**config.mk**
```make
export PLATFORM = sky130hd
export DESIGN_NAME = ms_alarm
export DESIGN_NICKNAME = d
export VERILOG_FILES = /design/src/rtl/ms_alarm.sv
export SDC_FILE = /design/constraint.sdc
export NUM_CORES = 1
export LEC_CHECK = 0
export CAP_MARGIN = 15
export CORE_UTILIZATION = 58
export DETAILED_ROUTE_END_ITERATION = 10
export PLACE_DENSITY = 0.8
export SETUP_SLACK_MARGIN = 0.1
export SLEW_MARGIN = 20
export SYNTH_ARGS = -nofsm -noshare
export SYNTH_HDL_FRONTEND = slang
export SYNTH_SLANG_ARGS = --single-unit
```
**constraint.sdc**
```tcl
create_clock -name clk_i -period 13.2 [get_ports clk_i]
set_input_delay 2.64 -clock clk_i [delete_from_list [all_inputs] [get_ports clk_i]]
set_output_delay 2.64 -clock clk_i [all_outputs]
set_load 0.01 [all_outputs]
```
**src/rtl/ms_alarm.sv**
```systemverilog
// Millisecond compare/alarm block: NUM_CH one-shot or periodic channels matched against the RTC count.
// Register reads are registered (1-cycle latency); irq_o is the OR of pending-and-enabled channels.
module ms_alarm #(
   parameter int NUM_CH = 2,
   parameter int ADDR_W = 4
) (
   input  logic              clk_i,
   input  logic              rst_i,
   input  logic              tick_i,
   input  logic [31:0]       millis_i,
   input  logic [ADDR_W-1:0] addr_i,
   input  logic [31:0]       wdata_i,
   input  logic              we_i,
   input  logic              re_i,
   output logic [31:0]       rdata_o,
   output logic              irq_o
);

   localparam int CH_W = ADDR_W - 2;

   typedef enum logic {
      IDLE  = 1'b0,
      ARMED = 1'b1
   } ch_state_t;

   ch_state_t   state_q  [NUM_CH];
   ch_state_t   state_d  [NUM_CH];
   logic        per_q    [NUM_CH];
   logic        per_d    [NUM_CH];
   logic        ie_q     [NUM_CH];
   logic        ie_d     [NUM_CH];
   logic        pend_q   [NUM_CH];
   logic        pend_d   [NUM_CH];
   logic        ovr_q    [NUM_CH];
   logic        ovr_d    [NUM_CH];
   logic [31:0] cmp_q    [NUM_CH];
   logic [31:0] cmp_d    [NUM_CH];
   logic [31:0] period_q [NUM_CH];
   logic [31:0] period_d [NUM_CH];
   logic [31:0] rdata_q;
   logic [31:0] rdata_d;

   logic [CH_W-1:0] ch_sel;
   logic [1:0]      off;

   assign ch_sel = addr_i[ADDR_W-1:2];
   assign off    = addr_i[1:0];

   always_comb begin
      logic wr_sel;
      logic hit;
      logic clr_pend;
      logic clr_ovr;
      for (int c = 0; c < NUM_CH; c++) begin
         state_d[c]  = state_q[c];
         per_d[c]    = per_q[c];
         ie_d[c]     = ie_q[c];
         pend_d[c]   = pend_q[c];
         ovr_d[c]    = ovr_q[c];
         cmp_d[c]    = cmp_q[c];
         period_d[c] = period_q[c];

         wr_sel   = we_i && (ch_sel == CH_W'(c));
         hit      = (state_q[c] == ARMED) && tick_i && (millis_i == cmp_q[c]);
         clr_pend = wr_sel && (off == 2'd3) && wdata_i[0];
         clr_ovr  = wr_sel && (off == 2'd3) && wdata_i[1];

         if (clr_pend) pend_d[c] = 1'b0;
         if (clr_ovr)  ovr_d[c]  = 1'b0;

         // Match is applied first so a same-cycle register write overrides it.
         if (hit) begin
            pend_d[c] = 1'b1;
            if (pend_q[c] && !clr_pend) ovr_d[c] = 1'b1;
            if (per_q[c] && (period_q[c] != 32'd0))
               cmp_d[c] = cmp_q[c] + period_q[c];
            else
               state_d[c] = IDLE;
         end

         if (wr_sel) begin
            case (off)
               2'd0: begin
                  state_d[c] = wdata_i[0] ? ARMED : IDLE;
                  per_d[c]   = wdata_i[1];
                  ie_d[c]    = wdata_i[2];
               end
               2'd1:    cmp_d[c]    = wdata_i;
               2'd2:    period_d[c] = wdata_i;
               default: ;
            endcase
         end
      end
   end

   always_comb begin
      logic [31:0] rd_val;
      rd_val = 32'd0;
      for (int c = 0; c < NUM_CH; c++) begin
         if (ch_sel == CH_W'(c)) begin
            case (off)
               2'd0:    rd_val = {29'd0, ie_q[c], per_q[c], state_q[c] == ARMED};
               2'd1:    rd_val = cmp_q[c];
               2'd2:    rd_val = period_q[c];
               default: rd_val = {30'd0, ovr_q[c], pend_q[c]};
            endcase
         end
      end
      rdata_d = re_i ? rd_val : rdata_q;
   end

   always_ff @(posedge clk_i or posedge rst_i) begin
      if (rst_i) begin
         for (int c = 0; c < NUM_CH; c++) begin
            state_q[c]  <= IDLE;
            per_q[c]    <= 1'b0;
            ie_q[c]     <= 1'b0;
            pend_q[c]   <= 1'b0;
            ovr_q[c]    <= 1'b0;
            cmp_q[c]    <= 32'd0;
            period_q[c] <= 32'd0;
         end
         rdata_q <= 32'd0;
      end else begin
         for (int c = 0; c < NUM_CH; c++) begin
            state_q[c]  <= state_d[c];
            per_q[c]    <= per_d[c];
            ie_q[c]     <= ie_d[c];
            pend_q[c]   <= pend_d[c];
            ovr_q[c]    <= ovr_d[c];
            cmp_q[c]    <= cmp_d[c];
            period_q[c] <= period_d[c];
         end
         rdata_q <= rdata_d;
      end
   end

   assign rdata_o = rdata_q;

   always_comb begin
      irq_o = 1'b0;
      for (int c = 0; c < NUM_CH; c++)
         irq_o = irq_o | (pend_q[c] & ie_q[c]);
   end

endmodule

```
* Yosys cells after proc, flatten, opt, wreduce, memory -nomap -nowiden *
Index checks and enable logic that the tools add are counted.

word-level totals
  bits in registers = 170
  latch bits = 0
  RAM bits = 0
  bits in read-only memories = 0
  bits of input ports = 73
  output and inout port bits = 33
  logic and storage cells = 85
  memories = 0

cells by class
  add/subtract/negate cells = 2
  multiply operators = 0
  divide/modulo/power cells = 0
  order comparisons = 0
  equality and inequality tests = 6
  shifts and indexed selects = 0
  muxes and demuxes = 31
  bitwise gates (word level) = 3
  reduce and logical (&&, ||, !) cells = 28

operator list
  operator            count
  $mux 32             10
  $pmux 32 s3         2
  $add 32x32->32      2
  $eq 32x32->1        2
  $reduce_bool 32->1  2
  $mux 1              19
  $logic_and 1x1->1   16
  $reduce_and 2->1    4
  $eq 2x1->1 const B  2
  $eq 2x2->1 const B  2
  $logic_not 2->1     2
  $reduce_bool 2->1   2
  $and 1x1->1         2
  $logic_not 1->1     2
  $or 1x1->1          1

* Longest topological paths before layout *
Gate-level depths: netlist of run 1.

  depth after elaboration = 8
  mapped depth = 11
  gate-level depth less buffers = 11

* Worst setup path before layout of run 1 *
Ideal clock, no wire load.

  path kind = input to register
  from = in millis_i[29]
  to = reg cmp_q[63] in the netlist's numbering
  setup time = 82 ps
  data arrival time = 4534 ps
  data required time = 13118 ps
  path slack = 8584 ps
  stages = 9
  path buffers = 0
  cells stage by stage = xnor2_1 -> nand2_1 -> or3b_1 -> nor4_2 -> nand4_2 -> nor2_4 -> inv_2 -> or3_1 -> a31oi_1

RTL lines
  item                            RTL line  text
  start: declaration              10        input logic [31:0] millis_i,
  end signal: indexed assignment  131       cmp_q[c] <= cmp_d[c];
  end: declaration                36        logic [31:0] cmp_q [NUM_CH];

==> flow_summary.toml, run 1 <==
[run_status]
outcome = "finished clean"

[global_routing]
antenna_found_initial = 0
grt_pass1_wl_um = 61550
grt_pass1_vias = 10490
grt_usage_pct = 37.94
grt_start_max_net_pins = 91
grt-ovfl-total = 0

[setup_path]
path_delay_family = "simple AND/OR/NAND/NOR gates"
crit_buf_inv = 2
worstPathArrival_ps = 6030
slowest_stage = "nor2_4"
rrSetupSlack_ps = 9660
crit_path_cell_trace = "clkdlybuf4s50_1, xnor2_1, nand2_1, or3b_1, nor4_2, nand4_2, nor2_4, inv_2, or3_1, a31oi_1"
rr_worst_depth = 11
end_kind = "register"
crit-reg2reg-capture = "cmp_q[60]"
crit-reg2reg-launch = "cmp_q[32]"
worstPathMaxFanout = 26
worstSetupPathType = "primary input to register"
cpPeakStageDelay_ps = 770
start_kind = "primary input"
cp.required_ps = 13550

[yosys]
syn_nets = 1423
netlist_area_mm2 = 0.01201
synth_edf_count = 0
ys.flop_type = "dfrtp_1"
synth_cells = 1286
ys_top_cells_by_area = "dfrtp_1 (35%), ha_1 (6.5%), xnor2_1 (5.5%), mux2_2 (5.0%), a221oi_1 (4.3%)"
synthArstFlopShare_pct = 100.0
ys.warnings.count = 0
netlist-cell-type-count = 74
synth.top_cells.by_count = "dfrtp_1 (170), nand2_1 (121), a21oi_1 (77), xnor2_1 (75), nor2_1 (65)"
synth_top_cell_by_area = "dfrtp_1"
synth_top_area_share_pct = 35.43
ys_seq_elements = 170
seq_area_frac_synth_pct = 35.43
yosysMostFrequentCell = "dfrtp_1"
syn_area_per_cell_um2 = 9.337

[cts]
clockBufferDepth = 2
clock-sinks = 170
htree_levels = 4
ctsHoldBuffers = 0
cts_setup_buffers = 0
ctsResizeCount = 0
clock_latency_ps = 440
root_buffer = "clkbuf_16"
cts.clk_slew.worst_paths_ps = 70
tritoncts = "done"
cts-buffers-inserted = 17

[timing]
clock.fmax_mhz = 175.9
drv_slew = 0
finalHoldViolCount = 0
setup_ws_ps = 7515
setup_viol = 0
rsz0062_at_grt = "false"
relSlewSlack_pct = 37.92
fin_skew_ps = 11.72
final.setup.tns_ps = 0
finalCriticalPeriod_ps = 5685
tightest_slew_ps = 929.0
hold_slack_ps = 530.6
period_share_pct = 43.07

[routing]
vias = 10950
dr.pass1.iters = 7
post-route-drc-count = 0
wl_per_cell_um = 24.12
first_iter_violations = 1284
totalWireLength_um = 39560
antenna_left = 0
avgViaCountPerCell = 6.679

[min_path]
whs_endpoint = "ovr_q[1]"
min_from = "ovr_q[1]"
hp-class = "register to register"
hold-path-cell-count = 2

[finish]
final_net_count = 1494
layout-drive-gt1-share_pct = 8.985
fillers = 1634
area_growth_pct = 15.79

[floorplan]
rows = 52
start_util_pct = 59.34
die_area_mm2 = 0.02128
die_h_um = 145.9
ioPinCount = 106
die_width_um = 145.9
core_mm2 = 0.02023

[place]
numPortBuffers = 105
post-dp-hpwl_um = 29850
dp_slack_ps = 7096
place.gp.congestion = 1.054

[job]
cap_violations = 0

[power_and_ir_drop]
power.density_mw_per_mm2 = 163.7
p_leak_nw = 5.667
ir_drop_mv = 0.08760
-- report_power, final --
| part | leakage (nW) | internal, mW | switching, mW |
|---|---|---|---|
| Combinational | 3.24 | 0.423 | 0.525 |
| Sequential | 2.13 | 0.621 | 0.167 |
| Clock | 0.294 | 0.318 | 0.222 |
| Total | 5.67 | 1.36 | 0.915 |
-- flip-flops by register name (all words and copies together), names as in the netlist --
signal,count
per_q,2
pend_q,2
state_q,2
rdata_o,32
ovr_q,2
ie_q,2
cmp_q,64
period_q,64
-- layout make-up --
cell class	count	area [um2]	area share [%]
Timing Repair Buffer	117	1157	8.324
Inverter	53	203.9	1.467
Clock buffer	18	429.2	3.087
Sequential cell	170	4254	30.60
Tap cell	270	337.8	2.430
Clock inverter	13	191.4	1.377
Antenna cell	1	2.502	0.01800
Multi-Input combinational cell	998	7327	52.70
-- stage by stage --
| step | instances | instance area [um2] | utilization, % | total power, mW |
|---|---|---|---|---|
| floorplan | 1286 | 12010 | - | 1.433 |
| global placement | 1607 | 13260 | 65.51 | 1.693 |
| detailed placement | 1607 | 13260 | 65.51 | 1.712 |
| CTS | 1638 | 13880 | 68.58 | 2.253 |
| global route | 1639 | 13900 | 68.70 | 2.398 |
| finish | 1640 | 13900 | 68.71 | 2.277 |
-- layout by cell type (no fill, tap or decap), types with 10 or more instances in the layout --
master           netlist  layout
o21ai_1               52      52
nor3_1                20      20
o21a_1                10      10
mux2_2                53      53
nor4_1                31      31
mux2_1                16      16
xnor2_1               75      75
clkbuf_16              0      17
dfrtp_1              170     170
nor2_1                65      63
a221oi_1              59      59
a21o_1                26      26
a21oi_1               77      77
xor2_1                42      42
nand4_1               19      19
clkdlybuf4s50_1        0     105
mux2i_1               48      48
nand2_1              121     121
nand3_1               23      23
a211oi_1              10      10
o21ai_0               39      39
ha_1                  62      62
inv_1                 51      50
o32ai_1               29      29
buf_4                  1      10
-- worst max path at each step --
stage	startpoint	endpoint	slack (ps)	cells after the start
floorplan	rst_i	cmp_q[0]	5960	1
global placement	millis_i[29]	cmp_q[63]	7170	10
detailed placement	millis_i[29]	cmp_q[63]	7100	10
CTS	millis_i[29]	cmp_q[63]	7530	10
global route	millis_i[29]	cmp_q[63]	7340	10
finish	millis_i[29]	cmp_q[63]	7520	10
-- routing by layer --
layer  track usage (%)  share of wire [%]  up-vias
met4             12.89                3.0        0
met1             54.45                 43     5315
li1                  -                  -     4972
met2             57.58                 44      579
met5                 0                  0        -
met3             6.959                9.5       88
-- cells by family (layout without fill, tap and decap cells) --
group	after synthesis	after routing	share of synthesized area [%]
flops	170	170	35.43
compound gates	374	374	21.58
buf+inv	118	201	3.845
xor+xnor	117	117	8.534
fa+ha+maj	64	64	6.794
other cells	0	1	0
simple gates	323	323	12.85
mux	120	120	10.97
-- tightest hold or removal path: stages, from the launching register on --
cell and delay [ps]:
dfrtp_1 350, o21ai_0 80, o21ai_0 70
(Power assumes the default switching activity.)
==> inputs of run 2 (changes only) <==
clock period = 5.8 ns   (was 13.2 ns; I/O delays follow)
==> flow_summary.toml, run 2 (same netlist as run 1, synthesis figures left out) <==
[routing]
post-route-drc-count = 0
antenna_left = 0
wl_per_cell_um = 23.45
first_iter_violations = 1165
vias = 10970
dr.pass1.iters = 6
totalWireLength_um = 38450
avgViaCountPerCell = 6.688

[finish]
final_cell_mix = "dfrtp_1 (170), nand2_1 (121), clkdlybuf4s50_1 (105)"
layout-drive-gt1-share_pct = 9.197
final_net_count = 1494
fin_util_pct = 68.61
area_growth_pct = 15.61
diodes = 0
fillers = 1609
final_common_cell = "dfrtp_1"

[timing]
finalCriticalPeriod_ps = 3883
setup_viol = 0
setup_ws_ps = 1917
tightest_slew_ps = 924.0
finalHoldViolCount = 0
clock.fmax_mhz = 257.5
period_share_pct = 66.95
final.setup.tns_ps = 0
relSlewSlack_pct = 38.40
rsz0062_at_grt = "false"
drv_slew = 0
fin_skew_ps = 10.03
hold_slack_ps = 539.6

[setup_path]
cp.required_ps = 6100
start_kind = "primary input"
rr_worst_depth = 11
crit-reg2reg-launch = "cmp_q[32]"
worstPathArrival_ps = 4190
endpoint = "cmp_q[8]"
worstPathMaxFanout = 29
worstSetupPathType = "primary input to register"
crit-reg2reg-capture = "cmp_q[60]"
crit_start = "millis_i[18]"
rrSetupSlack_ps = 2190
end_kind = "register"

[cts]
ctsResizeCount = 0
cts-buffers-inserted = 17
ctsHoldBuffers = 0
htree_levels = 4
root_buffer = "clkbuf_16"
clock-sinks = 170
cts.clk_slew.worst_paths_ps = 70
clock_latency_ps = 450
cts_setup_buffers = 0
tritoncts = "done"
clockBufferDepth = 2

[power_and_ir_drop]
p_total_mw = 5.101
p_leak_nw = 5.667
p_sw_share_pct = 41.84
power_frac_clock_pct = 22.4
power.internal_mw = 2.966
power.density_mw_per_mm2 = 367.4
ir_drop_mv = 0.2057
power_switching_mw = 2.134
combPwrFrac_pct = 42.6
p_seq_share_pct = 35.0

[place]
dp_slack_ps = 1382
numPortBuffers = 105
post-dp-hpwl_um = 29750
place.gp.congestion = 1.050

[floorplan]
die_width_um = 145.9
start_util_pct = 59.34
die_area_mm2 = 0.02128
rows = 52
core_mm2 = 0.02023
die_h_um = 145.9
ioPinCount = 106

[run_status]
outcome = "finished clean"

[global_routing]
grt_usage_pct = 36.93
grt_pass1_vias = 10320
grt_start_max_net_pins = 171
antenna_found_initial = 1
grt-ovfl-total = 0
grt_pass1_wl_um = 59900

[min_path]
hp-class = "register to register"

[job]
cap_violations = 0
-- run 2: metal layers --
layer	vias up	GRT usage, %	wire, um
met2	595	53.30	16690
met4	0	17.16	1684
met1	5293	54.07	16540
met3	111	6.082	3534
li1	4969	-	-
met5	-	0	0
-- run 2: power by group through the flow --
stage / Sequential (mW) / Clock, mW / Combinational, mW
final: 1.79 / 1.14 / 2.17
after global routing: 1.80 / 1.19 / 2.38
after CTS: 1.76 / 1.14 / 2.14
after detailed placement: 1.78 / 0 / 2.12
after global placement: 1.77 / 0 / 2.09
after floorplan: 1.64 / 0 / 1.62
-- run 2: how the worst min path moves through the flow --
stage | from | to | depth (start not counted)
finish | rdata_o[2] | rdata_o[2] | 2
global route | rdata_o[2] | rdata_o[2] | 2
CTS | rdata_o[2] | rdata_o[2] | 2
detailed placement | rdata_o[2] | rdata_o[2] | 2
global placement | ovr_q[0] | ovr_q[0] | 2
floorplan | ovr_q[0] | ovr_q[0] | 2
-- run 2: layout make-up --
type,instances,area (um2),share of cell area [%]
Tap cell,270,337.8,2.434
Sequential cell,170,4254,30.64
Timing Repair Buffer,117,1174,8.454
Multi-Input combinational cell,998,7330,52.80
Clock inverter,14,145.1,1.046
Clock buffer,18,439.2,3.164
Inverter,53,202.7,1.460
-- run 2: through the flow --
| stage | instances | instance area, um2 |
|---|---|---|
| after global routing | 1640 | 13880 |
| after floorplan | 1286 | 12010 |
| final | 1640 | 13880 |
| after global placement | 1607 | 13270 |
| after CTS | 1639 | 13850 |
| after detailed placement | 1607 | 13270 |
-- run 2: critical path: stages --
cell	delay, ps
clkdlybuf4s50_1	540
inv_1	90
a22oi_1	220
o2111ai_1	180
nor4_1	270
nand3_1	350
nor2_4	760
buf_4	330
mux2i_1	190
o21ai_0	90
==> inputs of run 3 (changes only) <==
clock period = 3.83 ns   (was 5.8 ns; I/O delays follow)
==> flow_summary.toml, run 3 (same netlist as run 1, synthesis figures left out) <==
[run_status]
outcome = "finished clean"

[setup_path]
end_kind = "register"
worstSetupPathType = "register to register"
worstPathMaxFanout = 4
start_kind = "register"
cp.required_ps = 4180
worstPathArrival_ps = 3840

[cts]
tritoncts = "done"
cts_setup_buffers = 0
cts.clk_slew.worst_paths_ps = 70
cts-buffers-inserted = 17
ctsHoldBuffers = 0
ctsResizeCount = 0
clock-sinks = 170
clockBufferDepth = 2
htree_levels = 4
clock_latency_ps = 430
root_buffer = "clkbuf_16"

[routing]
totalWireLength_um = 39250
first_iter_violations = 1087
avgViaCountPerCell = 6.659
post-route-drc-count = 0
dr.pass1.iters = 6
wl_per_cell_um = 23.74
vias = 11010
antenna_left = 0

[floorplan]
die_h_um = 145.9
die_width_um = 145.9
die_area_mm2 = 0.02128
ioPinCount = 106
core_mm2 = 0.02023
rows = 52
start_util_pct = 59.34

[global_routing]
grt_start_max_net_pins = 69
grt_usage_pct = 37.41
antenna_found_initial = 0
grt-ovfl-total = 0
grt_pass1_wl_um = 60570
grt_pass1_vias = 10580

[finish]
multi_input_area_mm2 = 0.007327
final_common_cell = "dfrtp_1"
fillers = 1615
finalNonFillerCells = 1653
diodes = 0
register_area_mm2 = 0.004254
area_growth_pct = 16.94
layout-drive-gt1-share_pct = 9.906
final_cell_mix = "dfrtp_1 (170), nand2_1 (121), clkdlybuf4s50_1 (105)"
final_net_count = 1507

[power_and_ir_drop]
p_total_mw = 7.824
ir_drop_mv = 0.3660
power.density_mw_per_mm2 = 557.2
p_leak_nw = 5.750

[place]
dp_slack_ps = 227.1
place.gp.congestion = 1.018
numPortBuffers = 105
post-dp-hpwl_um = 30230
dpl.cell_count = 1621

[timing]
rsz0062_at_grt = "false"
clock.fmax_mhz = 286.5
drv_slew = 0
setup_ws_ps = 339.2
relSlewSlack_pct = 53.74
setup_viol = 0
period_share_pct = 91.14
tightest_slew_ps = 676.5
finalCriticalPeriod_ps = 3491
final.setup.tns_ps = 0
finalHoldViolCount = 0
fin_skew_ps = 10.45
hold_slack_ps = 531.9

[job]
cap_violations = 0

[min_path]
hp-class = "register to register"
[run 3: through the flow]
step           utilization [%]  cell area, um2
2_1_floorplan                -           12010
3_3_place_gp             66.34           13420
3_5_place_dp             66.34           13420
4_1_cts                  69.40           14040
5_1_grt                  69.40           14040
6_report                 69.40           14040
[run 3: worst max-delay path, stage by stage (launching register included)]
cell and delay, ps:
dfrtp_1 440, ha_1 250, fa_1 410, a21o_1 240
a311oi_2 400, nor4_1 110, a2111oi_2 580, a21oi_2 160
a221oi_2 330, o21ai_1 130, mux2_4 320, o211ai_2 60
[run 3: layout make-up]
cell class              count  share of cell area, %
multi-input cells         998                  52.18
clock inverters            12                  1.158
inverters                  53                  1.443
well taps                 270                  2.406
repair buffers            130                  9.267
clock buffers              20                  3.252
flip-flops and latches    170                  30.29
[run 3: final timing paths]
| kind | to | start | cells after the start | slack (ps) |
|---|---|---|---|---|
| max | cmp_q[60] | cmp_q[32] | 11 | 340 |
| min | rdata_o[2] | rdata_o[2] | 2 | 530 |
| max reg2reg | cmp_q[60] | cmp_q[32] | 11 | 340 |
| min reg2reg | rdata_o[2] | rdata_o[2] | 2 | 530 |
| max in group asynchronous | rdata_o[29] | rst_i | 3 | 2490 |
| min in group asynchronous | period_q[35] | rst_i | 2 | 680 |
[run 3: power by group]
part	leakage (nW)	switching, mW	total [mW]	internal (mW)
Combinational	3.32	1.82	3.29	1.47
Clock	0.298	0.758	1.83	1.07
Sequential	2.13	0.561	2.70	2.14
Total	5.75	3.14	7.82	4.68
[run 3: routing by layer]
metal | GRT usage [%] | up-vias | routed length, um
met5 | 0 | - | 0
met4 | 14.47 | 0 | 1224
met3 | 6.865 | 86 | 3484
met2 | 55.84 | 575 | 17620
met1 | 53.92 | 5352 | 16910
li1 | - | 4994 | -
